**src/rtl/tomasulo_dbg_pkg.sv**
```systemverilog
// Shared debug-path types: register index, register count and selector FSM states,
// plus the wrap-around index step used by the selector.
package tomasulo_dbg_pkg;

   typedef logic [4:0] reg_idx_t;

   localparam int NUM_ARCH_REGS = 32;

   typedef enum logic [1:0] {
      IDLE,
      HOLD,
      REPEAT
   } sel_state_t;

   function automatic reg_idx_t step_idx(input reg_idx_t idx, input logic up, input int num_regs);
      reg_idx_t last;
      last = reg_idx_t'(num_regs - 1);
      if (up) return (idx == last) ? reg_idx_t'(0) : idx + 5'd1;
      else    return (idx == '0)   ? last           : idx - 5'd1;
   endfunction

endpackage

```
**src/rtl/btn_debounce.sv**
```systemverilog
// Raw button -> 2-flop sync -> debounced level plus one-cycle rise strobe, DEBOUNCE_CYCLES+2 after a clean edge.
// No backpressure; a button already held when reset releases gives no rise until it is released and pressed again.
module btn_debounce #(
   parameter int DEBOUNCE_CYCLES = 1_000_000
) (
   input  logic clk,
   input  logic reset,
   input  logic raw,
   output logic level,
   output logic rise
);

   localparam int CNT_W = (DEBOUNCE_CYCLES > 1) ? $clog2(DEBOUNCE_CYCLES) : 1;
   localparam logic [CNT_W-1:0] CNT_LAST = CNT_W'(DEBOUNCE_CYCLES - 1);

   logic             sync1;
   logic             sync2;
   logic [1:0]       sync_vld;
   logic             armed;
   logic [CNT_W-1:0] cnt;
   logic             differ;
   logic             settle;

   assign differ = (sync2 != level);
   assign settle = differ && (cnt == CNT_LAST);

   always_ff @(posedge clk or negedge reset) begin
      if (!reset) begin
         sync1    <= 1'b0;
         sync2    <= 1'b0;
         sync_vld <= 2'b00;
         armed    <= 1'b0;
         cnt      <= '0;
         level    <= 1'b0;
         rise     <= 1'b0;
      end else begin
         sync1    <= raw;
         sync2    <= sync1;
         sync_vld <= {sync_vld[0], 1'b1};
         // Arm only once real synchronised data has shown the button released.
         armed    <= armed | (sync_vld[1] & ~sync2 & ~level);
         rise     <= settle & ~level & armed;
         if (settle) begin
            level <= ~level;
            cnt   <= '0;
         end else if (differ) begin
            cnt <= cnt + 1'b1;
         end else begin
            cnt <= '0;
         end
      end
   end

endmodule

```
**src/rtl/reg_select_ctrl.sv**
```systemverilog
// Up/down/zero buttons -> wrapping register index with hold-to-repeat; steps one cycle after a press strobe.
// No backpressure; addr_changed pulses in the cycle reg_addr takes a new value.
module reg_select_ctrl
   import tomasulo_dbg_pkg::*;
#(
   parameter int DEBOUNCE_CYCLES = 1_000_000,
   parameter int REPEAT_DELAY    = 50_000_000,
   parameter int REPEAT_RATE     = 10_000_000,
   parameter int NUM_REGS        = NUM_ARCH_REGS
) (
   input  logic       clk,
   input  logic       reset,
   input  logic       btn_up,
   input  logic       btn_down,
   input  logic       btn_zero,
   output logic [4:0] reg_addr,
   output logic       addr_changed
);

   localparam int RPT_MAX = (REPEAT_DELAY > REPEAT_RATE) ? REPEAT_DELAY : REPEAT_RATE;
   localparam int RPT_W   = (RPT_MAX > 1) ? $clog2(RPT_MAX) : 1;
   localparam logic [RPT_W-1:0] DELAY_LAST = RPT_W'(REPEAT_DELAY - 1);
   localparam logic [RPT_W-1:0] RATE_LAST  = RPT_W'(REPEAT_RATE - 1);

   logic up_lvl, up_rise, dn_lvl, dn_rise, zero_lvl, zero_rise;

   btn_debounce #(.DEBOUNCE_CYCLES(DEBOUNCE_CYCLES)) u_db_up (
      .clk(clk), .reset(reset), .raw(btn_up), .level(up_lvl), .rise(up_rise)
   );
   btn_debounce #(.DEBOUNCE_CYCLES(DEBOUNCE_CYCLES)) u_db_down (
      .clk(clk), .reset(reset), .raw(btn_down), .level(dn_lvl), .rise(dn_rise)
   );
   btn_debounce #(.DEBOUNCE_CYCLES(DEBOUNCE_CYCLES)) u_db_zero (
      .clk(clk), .reset(reset), .raw(btn_zero), .level(zero_lvl), .rise(zero_rise)
   );

   sel_state_t       state, state_nxt;
   logic             dir_up, dir_up_nxt;
   logic [RPT_W-1:0] rpt_cnt, rpt_cnt_nxt;
   reg_idx_t         addr_nxt;
   logic             held, other, zero_press;

   assign zero_press = zero_rise & zero_lvl;

   always_ff @(posedge clk or negedge reset) begin
      if (!reset) begin
         state        <= IDLE;
         dir_up       <= 1'b0;
         rpt_cnt      <= '0;
         reg_addr     <= '0;
         addr_changed <= 1'b0;
      end else begin
         state        <= state_nxt;
         dir_up       <= dir_up_nxt;
         rpt_cnt      <= rpt_cnt_nxt;
         reg_addr     <= addr_nxt;
         addr_changed <= (addr_nxt != reg_addr);
      end
   end

   always_comb begin
      state_nxt   = state;
      dir_up_nxt  = dir_up;
      rpt_cnt_nxt = rpt_cnt;
      addr_nxt    = reg_addr;
      held        = dir_up ? up_lvl : dn_lvl;
      other       = dir_up ? dn_lvl : up_lvl;

      if (zero_press) begin
         addr_nxt    = '0;
         state_nxt   = IDLE;
         rpt_cnt_nxt = '0;
      end else begin
         case (state)
            IDLE: begin
               if (up_rise && !dn_lvl) begin
                  addr_nxt    = step_idx(reg_addr, 1'b1, NUM_REGS);
                  dir_up_nxt  = 1'b1;
                  rpt_cnt_nxt = '0;
                  state_nxt   = HOLD;
               end else if (dn_rise && !up_lvl) begin
                  addr_nxt    = step_idx(reg_addr, 1'b0, NUM_REGS);
                  dir_up_nxt  = 1'b0;
                  rpt_cnt_nxt = '0;
                  state_nxt   = HOLD;
               end
            end
            HOLD, REPEAT: begin
               // Release or a conflicting direction drops out without stepping.
               if (!held || other) begin
                  state_nxt   = IDLE;
                  rpt_cnt_nxt = '0;
               end else if (rpt_cnt == ((state == HOLD) ? DELAY_LAST : RATE_LAST)) begin
                  addr_nxt    = step_idx(reg_addr, dir_up, NUM_REGS);
                  rpt_cnt_nxt = '0;
                  state_nxt   = REPEAT;
               end else begin
                  rpt_cnt_nxt = rpt_cnt + 1'b1;
               end
            end
            default: state_nxt = IDLE;
         endcase
      end
   end

endmodule

```
**config.mk**
```make
export PLATFORM = sky130hd
export DESIGN_NAME = reg_select_ctrl
export DESIGN_NICKNAME = d
export VERILOG_FILES = /design/src/rtl/tomasulo_dbg_pkg.sv /design/src/rtl/btn_debounce.sv /design/src/rtl/reg_select_ctrl.sv
export SDC_FILE = /design/constraint.sdc
export NUM_CORES = 1
export LEC_CHECK = 0
export ABC_CLOCK_PERIOD_IN_PS = 3200
export CORE_AREA = 2 2 119 121
export CTS_CLUSTER_DIAMETER = 200
export DETAILED_ROUTE_END_ITERATION = 12
export DIE_AREA = 0 0 121 123
export PLACE_DENSITY = 0.66
export SYNTH_ARGS = -nofsm -noshare
export SYNTH_HDL_FRONTEND = slang
export SYNTH_SLANG_ARGS = --single-unit
```
**constraint.sdc**
```tcl
create_clock -name clk -period 3.2 [get_ports clk]
set_input_delay 0.48 -clock clk [delete_from_list [all_inputs] [get_ports clk]]
set_output_delay 0.48 -clock clk [all_outputs]
set_load 0.005 [all_outputs]
```
=== Word level (Yosys, flattened, before mapping) ===
Index checks and enable logic that the tools add are counted.

* Mux-type cells: 32
* Reductions and logical operators: 17
* Order comparisons: 0
* Multipliers: 0
* Add/sub/neg operators: 6
* Div/mod/pow operators: 0
* Bitwise operators: 23
* Eq/ne operators: 13
* Shift operators: 0

{| class="wikitable"
|+ Operator list
! kind !! number
|-
| $mux 26 || 6
|-
| $mux 20 || 6
|-
| $add 20x1->20 const B || 3
|-
| $eq 20x20->1 const B || 3
|-
| $pmux 26 s2 || 1
|-
| $mux 5 || 8
|-
| $add 26x1->26 const B || 1
|-
| $eq 26x26->1 || 1
|-
| $and 1x1->1 || 13
|-
| $mux 2 || 5
|-
| $pmux 5 s2 || 1
|-
| $ne 4x4->1 const B || 2
|-
| $not 1->1 || 7
|-
| $add 5x1->5 const B || 1
|-
| $eq 5x5->1 const B || 1
|-
| $logic_and 1x1->1 || 5
|-
| $logic_not 5->1 || 1
|-
| $ne 5x5->1 || 1
|-
| $sub 5x1->5 const B || 1
|-
| $mux 1 || 4
|-
| $pmux 2 s2 || 1
|-
| $reduce_and 2->1 || 2
|-
| $logic_not 1->1 || 3
|-
| $ne 1x1->1 || 3
|-
| other kinds (9) || 11
|}

* Bits in registers: 116
* Bits in read-only memories: 0
* Word-level logic and storage cells: 117
* Bits in writable memories: 0
* Latch bits: 0
* Memories: 0
* Input bits: 5

=== Logic depth before layout (Yosys ltp) ===
Gate-level depths: netlist of the first run.

* Depth after elaboration: 8
* Gate-level depth with buffers: 11
* Depth with buffers taken out: 10

=== Modules after synthesis ===
Synthesis of the first run repeated with hierarchy kept, for this count alone.

* Cells, all modules: 664
* Area, all modules: 6312.3 um2

{| class="wikitable"
|+ Modules (own cells, without submodules)
! module !! times used !! sequential area each (um2) !! area an instance (um2) !! cells each
|-
| btn_debounce || 3 || 675.6 || 1233.7 || 115
|-
| reg_select_ctrl || 1 || 875.8 || 2611.3 || 319
|}

=== Worst setup path after synthesis of the first run ===
Ideal clock, no wire load.

* Kind: register to register
* Start point: reg reg_addr[2]
* End point: reg addr_changed
* Path buffers: 2
* Slack: 0.491 ns
* Stages on the path, launching flop included: 11
* Arrival: 2.570 ns
* Library setup time: 0.139 ns
* Required time: 3.061 ns
* Cell sequence: dfrtp_1 > buf_2 > clkbuf_1 > and3_1 > ha_1 > nor3b_1 > nand3_1 > a41o_1 > and3_1 > a22o_1 > or4_1

* Word-level cells in the longest chain between the ends: 8

{| class="wikitable"
|+ RTL lines
! element !! line !! RTL
|-
| start, declared || reg_select_ctrl.sv:16 || <nowiki>output logic [4:0] reg_addr,</nowiki>
|-
| start signal, assigned || reg_select_ctrl.sv:56 || <nowiki>reg_addr <= addr_nxt;</nowiki>
|-
| $sub 5x1->5 (tied with other cells) || tomasulo_dbg_pkg.sv:19 || <nowiki>else return (idx == '0) ? last : idx - 5'd1;</nowiki>
|-
| $mux 5, on equally long branches || tomasulo_dbg_pkg.sv:19, tomasulo_dbg_pkg.sv:18 ||
|-
| $mux 5 || tomasulo_dbg_pkg.sv:18 || <nowiki>if (up) return (idx == last) ? reg_idx_t'(0) : idx + 5'd1;</nowiki>
|-
| $mux 5 || reg_select_ctrl.sv:93 || <nowiki>end else if (rpt_cnt == ((state == HOLD) ? DELAY_LAST : RATE_LAST)) begin</nowiki>
|-
| $mux 5 || reg_select_ctrl.sv:90 || <nowiki>if (!held || other) begin</nowiki>
|-
| $pmux 5 s2 || reg_select_ctrl.sv:74 || <nowiki>case (state)</nowiki>
|-
| $mux 5 || reg_select_ctrl.sv:69 || <nowiki>if (zero_press) begin</nowiki>
|-
| $ne 5x5->1 * || reg_select_ctrl.sv:57 || <nowiki>addr_changed <= (addr_nxt != reg_addr);</nowiki>
|-
| end signal, assigned || reg_select_ctrl.sv:57 ||
|-
| end, declared || reg_select_ctrl.sv:17 || <nowiki>output logic addr_changed</nowiki>
|}

Every way passes the cells marked *; elsewhere a longest branch is shown, timed or not.
A chain may end at the register's enable or synchronous reset.

=== Worst setup path in the final report of the first run ===
* Start point: reg reg_addr[0]
* End point: reg addr_changed

The elaborated chain is that of the path after synthesis.

==> reports/results.md, run 1 <==
### Clock tree
• **clk sinks** 112
• **Max Root-Sink Buffers** 2
• **post-CTS setup buffer count** 0
• **CTS tree** built
• **cts bufs inserted** 9
• **number of H-tree levels** 3
• **clock insertion delay at the later pin of the skew report** 0.35 ns
• **CTS clk-pin slew, worst paths** 0.08 ns
• **CTS Root Cell** clkbuf_16

### Outcome
• **result of the run** completed

### Synth
• **biggest area consumer among synthesized cells** dfrtp_1
• **sequential element share of the synthesized area** 46.7%
• **number of enable-type register cells in the synthesized netlist** 0
• **Post-synth ARST share** 100%
• **area of the mapped netlist** 0.00600 mm2
• **share of the synthesized area in the top cell type** 46.7%
• **Avg Synthesized Cell Area** 9.26 um2
• **net count of the mapped netlist** 663
• **Cell variety after synth** 63
• **cell count after synthesis** 648
• **Synth area leaders** dfrtp_1 (47%), nor2_1 (7.6%), xor2_1 (6.4%), xnor2_1 (5.4%), nand3_1 (3.7%)
• **total of warnings raised by yosys** 0
• **register bit total from synthesis** 112
• **primary flip-flop cell chosen by synthesis mapping** dfrtp_1

### Layout
• **most common library cell in the layout ignoring fill and taps** nor2_1
• **share of final-layout standard cells stronger than drive strength 1** 5.77%
• **post-route insts no fill** 839
• **post-layout utilization of the core** 48.2%
• **commonest non-fill, non-tap cells in the layout** nor2_1 (121), dfrtp_1 (112), nand3_1 (44), xor2_1 (44), nand2_1 (41)
• **antenna diode count** 0
• **number of inserted filler cells in the final layout** 1,271
• **Storage cell area** 0.00280 mm2
• **Area growth syn-to-layout** 9.40%
• **area occupied by multi-input gates** 0.00300 mm2
• **final instance area** 0.00657 mm2
• **Nets** 669

### Setup path
• **Crit path max-delay family** simple AND/OR/NAND/NOR gates
• **Reg2Reg Launch Point** reg_addr[0]
• **Critical path destination** addr_changed
• **launch point of the critical path** reg_addr[0]
• **crit path launch type** register
• **crit-path cells** ha_1, and3_1, ha_1, nor4_1, a311o_1, o21ai_0, and3_1, a22o_1, or4_1
• **classification of the worst setup path** reg -> reg
• **endpoint class of the critical path** register
• **worst flop-to-flop path endpoint** addr_changed
• **critical-path cell with the highest stage delay** or4_1
• **instance count on the critical path** 9
• **Max stage delay on crit path** 0.45 ns
• **arrival time worst endpoint** 3.03 ns
• **Worst Path Required** 3.42 ns
• **cell depth of the worst flop-to-flop path** 9
• **maximum fanout encountered on the critical timing path** 7
• **reg-to-reg slack, setup** 0.40 ns
• **worst path buffer plus inverter count** 0

### Timing
• **final worst path period share** 87.6%
• **final count of pins violating max slew** 0
• **Setup Total Neg Slack** 0 ns
• **Worst Skew** 0.00884 ns
• **Final Hold Violating Endpoints** 0
• **minimum clock period** 2.80 ns
• **Hold Slack** 0.351 ns
• **worst-margin pin slew** 0.696 ns
• **highest achievable clock rate** 357 MHz
• **final setup margin** 0.397 ns
• **unrepaired setup endpoints after global routing** no
• **worst rel slew slack** 53.6%
• **Setup-failing EPs final** 0

### Placed design
• **area post-placement** 0.00628 mm2
• **HPWL after DPL** 8520 um
• **last weighted congestion value of the routability-driven placer** 0.904
• **placed cell count** 822
• **count of buffers from port buffering** 10
• **pre-CTS setup slack** 0.488 ns

### Drt
• **TritonRoute pass-1 iters** 5
• **Avg Vias per Cell** 5.49
• **detailed-route DRC error count** 0
• **violation count after the first detailed-route iteration** 351
• **wire length per cell after detailed routing** 14.5 um
• **via count** 4,603
• **count of nets left with antenna violations after detail routing** 0
• **total wirelength of the detailed-routed design** 12,200 um

### GRT
• **number of global-route vias before repair** 4,547
• **first-pass GRT wire length** 21,400 um
• **global route overflow** 0
• **number of antenna violations at the first check in global routing** 0
• **pin count of the biggest net entering global routing** 100
• **GRT Resource Usage Total** 17.7%

### Die
• **Die ar.** 0.0149 mm2
• **core region area** 0.0136 mm2
• **chip height** 123 um
• **number of top-level design ports** 11
• **std cell rows** 43
• **Chip Width** 121 um
• **starting density of the core** 44.1%

### Power and ir drop
• **final total power** 2.57 mW
• **total power divided by cell area** 392 mW/mm2
• **static leakage** 2.83 nW
• **Max rail drop VDD** 366 uV

### Min path
• **number of instances on the worst hold path** 0
• **worst min-delay path category** reg -> reg

### Flow run
• **Max-Cap Viols** 0

flip-flops by register name, summed over array words and instances, names as in the netlist, 2 cells and up:
signal	cells
u_db_up.cnt	20
state	2
u_db_down.cnt	20
reg_addr	5
u_db_zero.cnt	20
rpt_cnt	26
per-layer routing:
| layer | global-route usage, % | routed length, um | up-vias |
|---|---|---|---|
| li1 | - | - | 2246 |
| met1 | 23.2 | 5630 | 2233 |
| met2 | 29.5 | 5870 | 109 |
| met3 | 3.92 | 566 | 15 |
| met4 | 5.16 | 130 | 0 |
| met5 | 0 | 0 | - |
area by class of cell:
cell class              instances  area share [%]
repair buffers                 20            2.86
well taps                     180            3.43
clock buffers                   9            3.43
flip-flops and latches        112            42.7
clock inverters                 7           0.857
multi-input cells             492            45.6
inverters                      19            1.12
worst min-delay path by stage:
| stage | startpoint | to | slack, ns |
|---|---|---|---|
| after detailed placement | u_db_zero.sync_vld[0] | u_db_down.sync_vld[1] | 0.33 |
| after global placement | u_db_zero.sync_vld[0] | u_db_down.sync_vld[1] | 0.33 |
| final | u_db_zero.sync1 | u_db_zero.sync2 | 0.35 |
| after global routing | u_db_zero.sync1 | u_db_zero.sync2 | 0.36 |
| after CTS | u_db_zero.sync_vld[0] | u_db_down.sync_vld[1] | 0.35 |
| after floorplan | reset | addr_changed | 0.18 |
power by group:
part / internal (mW) / leakage, nW / total (mW) / switching, mW
Sequential: 1.43 / 1.52 / 1.44 / 0.0109
Combinational: 0.0185 / 1.16 / 0.0663 / 0.0477
Clock: 0.538 / 0.144 / 1.07 / 0.530
Total: 1.99 / 2.83 / 2.57 / 0.589
synth_stat cells, types with 4 or more instances:
master	n
o31ai_1	4
ha_1	10
and2_1	4
nor2_1	121
nor4b_1	4
or4_1	5
nor4_1	7
nor2b_1	5
nand2_1	41
inv_1	18
buf_2	8
nand4_1	16
nor3_1	15
a21oi_1	20
and3_1	23
a21o_1	4
xnor2_1	37
nor3b_1	4
nand3_1	44
xor2_1	44
dfrtp_1	112
o21ai_0	24
clkbuf_1	14
nand2b_1	9
cell families (layout without fill, tap and decap cells):
logic type / after synthesis / count (layout) / share of synthesized area [%]
AO/OA/AOI/OAI: 84 / 84 / 9.53
XOR/XNOR: 81 / 81 / 11.8
adder cells (fa/ha/maj): 10 / 10 / 2.08
flip-flops: 112 / 112 / 46.7
buffers and inverters: 44 / 55 / 3.40
AND/OR/NAND/NOR: 316 / 316 / 26.4
other: 1 / 1 / 0.0625
timing repair:
item                      in CTS  in global routing
hold buffers                   1                  0
gates resized for setup        0                  0
hold endpoints to repair      13                  0
Note: power is estimated with default switching activity, not from simulation.
==> run 2: changes to the inputs <==
- MAX_ROUTING_LAYER: default -> met4
- SLEW_MARGIN: default -> 20
==> run 2 against run 1 <==
  * Die area unchanged
  * Final area up 0.30%
  * Sequential power barely moved
  * Clock power grew 9%
  * First-iteration DRC count is 0.28% higher
  * Routed wire length increased by 1.2%
  * Hold slack worse by 0.17 ns
  * Cell count shrank 0.12%
==> reports/results.md, run 2 (synthesized netlist as in run 1, its figures left out) <==
### Setup path
• **Max stage delay on crit path** 0.46 ns
• **crit-path cells** ha_1, and3_1, ha_1, nor4_1, a311o_1, o21ai_0, and3_1, a22o_1, or4_1
• **crit path launch type** register
• **worst path buffer plus inverter count** 0
• **arrival time worst endpoint** 3.08 ns
• **endpoint class of the critical path** register
• **Crit path max-delay family** simple AND/OR/NAND/NOR gates
• **classification of the worst setup path** reg -> reg
• **critical-path cell with the highest stage delay** or4_1
• **Worst Path Required** 3.43 ns
• **maximum fanout encountered on the critical timing path** 7

### Clock tree
• **clk sinks** 112
• **CTS clk-pin slew, worst paths** 0.08 ns
• **Max Root-Sink Buffers** 2
• **cts bufs inserted** 9
• **CTS tree** built
• **clock insertion delay at the later pin of the skew report** 0.36 ns
• **number of buffers inserted by hold repair at cts** 0
• **number of gates resized after cts** 0
• **post-CTS setup buffer count** 0
• **CTS Root Cell** clkbuf_16
• **number of H-tree levels** 3

### Die
• **std cell rows** 43
• **chip height** 123 um
• **Chip Width** 121 um
• **core region area** 0.0136 mm2
• **number of top-level design ports** 11
• **Die ar.** 0.0149 mm2
• **starting density of the core** 44.1%

### Min path
• **worst min-delay path category** in -> async

### Power and ir drop
• **static leakage** 2.84 nW
• **relative contribution of sequential cells to total power** 53.9%
• **final total power** 2.67 mW
• **Max rail drop VDD** 347 uV
• **part of the power in the clock network** 43.7%
• **Internal Power** 2.07 mW
• **switching share of total power** 22.4%
• **combinational share of power** 2.4%
• **total power divided by cell area** 405 mW/mm2
• **net switching power of the design** 0.598 mW

### Timing
• **Worst Skew** 0.00818 ns
• **worst rel slew slack** 53.5%
• **highest achievable clock rate** 350 MHz
• **final worst path period share** 89.2%
• **minimum clock period** 2.85 ns
• **Setup-failing EPs final** 0
• **worst-margin pin slew** 0.698 ns
• **final count of pins violating max slew** 0
• **Setup Total Neg Slack** 0 ns
• **Final Hold Violating Endpoints** 0
• **unrepaired setup endpoints after global routing** no

### Drt
• **Avg Vias per Cell** 5.49
• **wire length per cell after detailed routing** 14.7 um
• **TritonRoute pass-1 iters** 7
• **total wirelength of the detailed-routed design** 12,300 um
• **detailed-route DRC error count** 0
• **violation count after the first detailed-route iteration** 352
• **via count** 4,604
• **count of nets left with antenna violations after detail routing** 0

### Placed design
• **last weighted congestion value of the routability-driven placer** 0.897
• **HPWL after DPL** 8590 um
• **count of buffers from port buffering** 10

### Layout
• **Area growth syn-to-layout** 9.73%
• **number of inserted filler cells in the final layout** 1,266
• **Nets** 668
• **number of flip-flops in the largest register** 26
• **commonest non-fill, non-tap cells in the layout** nor2_1 (121), dfrtp_1 (112), nand3_1 (44), xor2_1 (44), nand2_1 (41)
• **Storage cell area** 0.00280 mm2
• **area occupied by multi-input gates** 0.00300 mm2
• **antenna diode count** 0
• **share of final-layout standard cells stronger than drive strength 1** 5.78%
• **register bank with the most flops** rpt_cnt
• **most common library cell in the layout ignoring fill and taps** nor2_1

### GRT
• **GRT Resource Usage Total** 18.7%
• **pin count of the biggest net entering global routing** 113
• **number of global-route vias before repair** 4,532
• **number of antenna violations at the first check in global routing** 0
• **global route overflow** 0
• **first-pass GRT wire length** 21,700 um

### Outcome
• **result of the run** completed

### Flow run
• **Max-Cap Viols** 0

[run 2: cell count changes in the layout (fill, tap and decap cells not counted)]
cell / previous run / this run
clkinv_4: 0 / 2
bufinv_16: 0 / 1
inv_6: 1 / 0
dlygate4sd3_1: 1 / 0
clkinv_8: 1 / 0
clkinv_2: 4 / 1
inv_8: 1 / 3
[run 2: path summary, 6_finish.rpt]
kind / start / endpoint / depth (start not counted) / slack, ns
hold / removal: reset / rpt_cnt[8] / 2 / 0.18
max in group asynchronous: reset / u_db_up.cnt[0] / 2 / 2.56
setup / recovery: reg_addr[0] / addr_changed / 9 / 0.35
setup reg to reg: reg_addr[0] / addr_changed / 9 / 0.35
hold reg to reg: u_db_down.sync1 / u_db_down.sync2 / 0 / 0.35
min in group clk: u_db_down.sync1 / u_db_down.sync2 / 0 / 0.35
[run 2: power by group through the flow]
stage / clock network [mW] / registers, mW / logic, mW
6_report: 1.17 / 1.44 / 0.0650
5_1_grt: 1.26 / 1.44 / 0.0790
2_1_floorplan: 0 / 1.47 / 0.0275
3_5_place_dp: 0 / 1.47 / 0.0691
3_3_place_gp: 0 / 1.47 / 0.0659
4_1_cts: 1.21 / 1.44 / 0.0694
[run 2: per-stage QoR]
step / hold WS, ns / setup WS [ns] / util, % / instance area, um2 / instances
CTS: 0.223 / 0.384 / 48.4 / 6590 / 838
finish: 0.182 / 0.345 / 48.4 / 6590 / 838
global placement: 0.331 / 0.472 / 46.1 / 6280 / 822
floorplan: 0.184 / 0.491 / - / 6000 / 648
global route: 0.232 / 0.189 / 48.4 / 6590 / 838
detailed placement: 0.335 / 0.386 / 46.1 / 6280 / 822
[run 2: metal layers]
metal	global-route usage, %	routed length (um)	vias up	part of all wire (%)
li1	-	-	2252	-
met1	23.9	5630	2246	46
met2	30.2	6050	91	49
met3	3.60	501	15	4.1
met4	5.89	163	0	1.3
met5	-	0	-	0
[run 2: cell type report]
type	count	share of cell area (%)
clock buffer	9	3.42
clock inverter	7	1.31
inverter	19	1.12
multi-input combinational	492	45.5
sequential	112	42.5
tap	180	3.42
timing repair buffer	19	2.70
[run 2: worst reg2reg max path, cell delays in order (launching register included)]
cell and delay, ns:
dfrtp_1 0.40, ha_1 0.26, and3_1 0.21, ha_1 0.27
nor4_1 0.45, a311o_1 0.19, o21ai_0 0.08, and3_1 0.19
a22o_1 0.22, or4_1 0.46
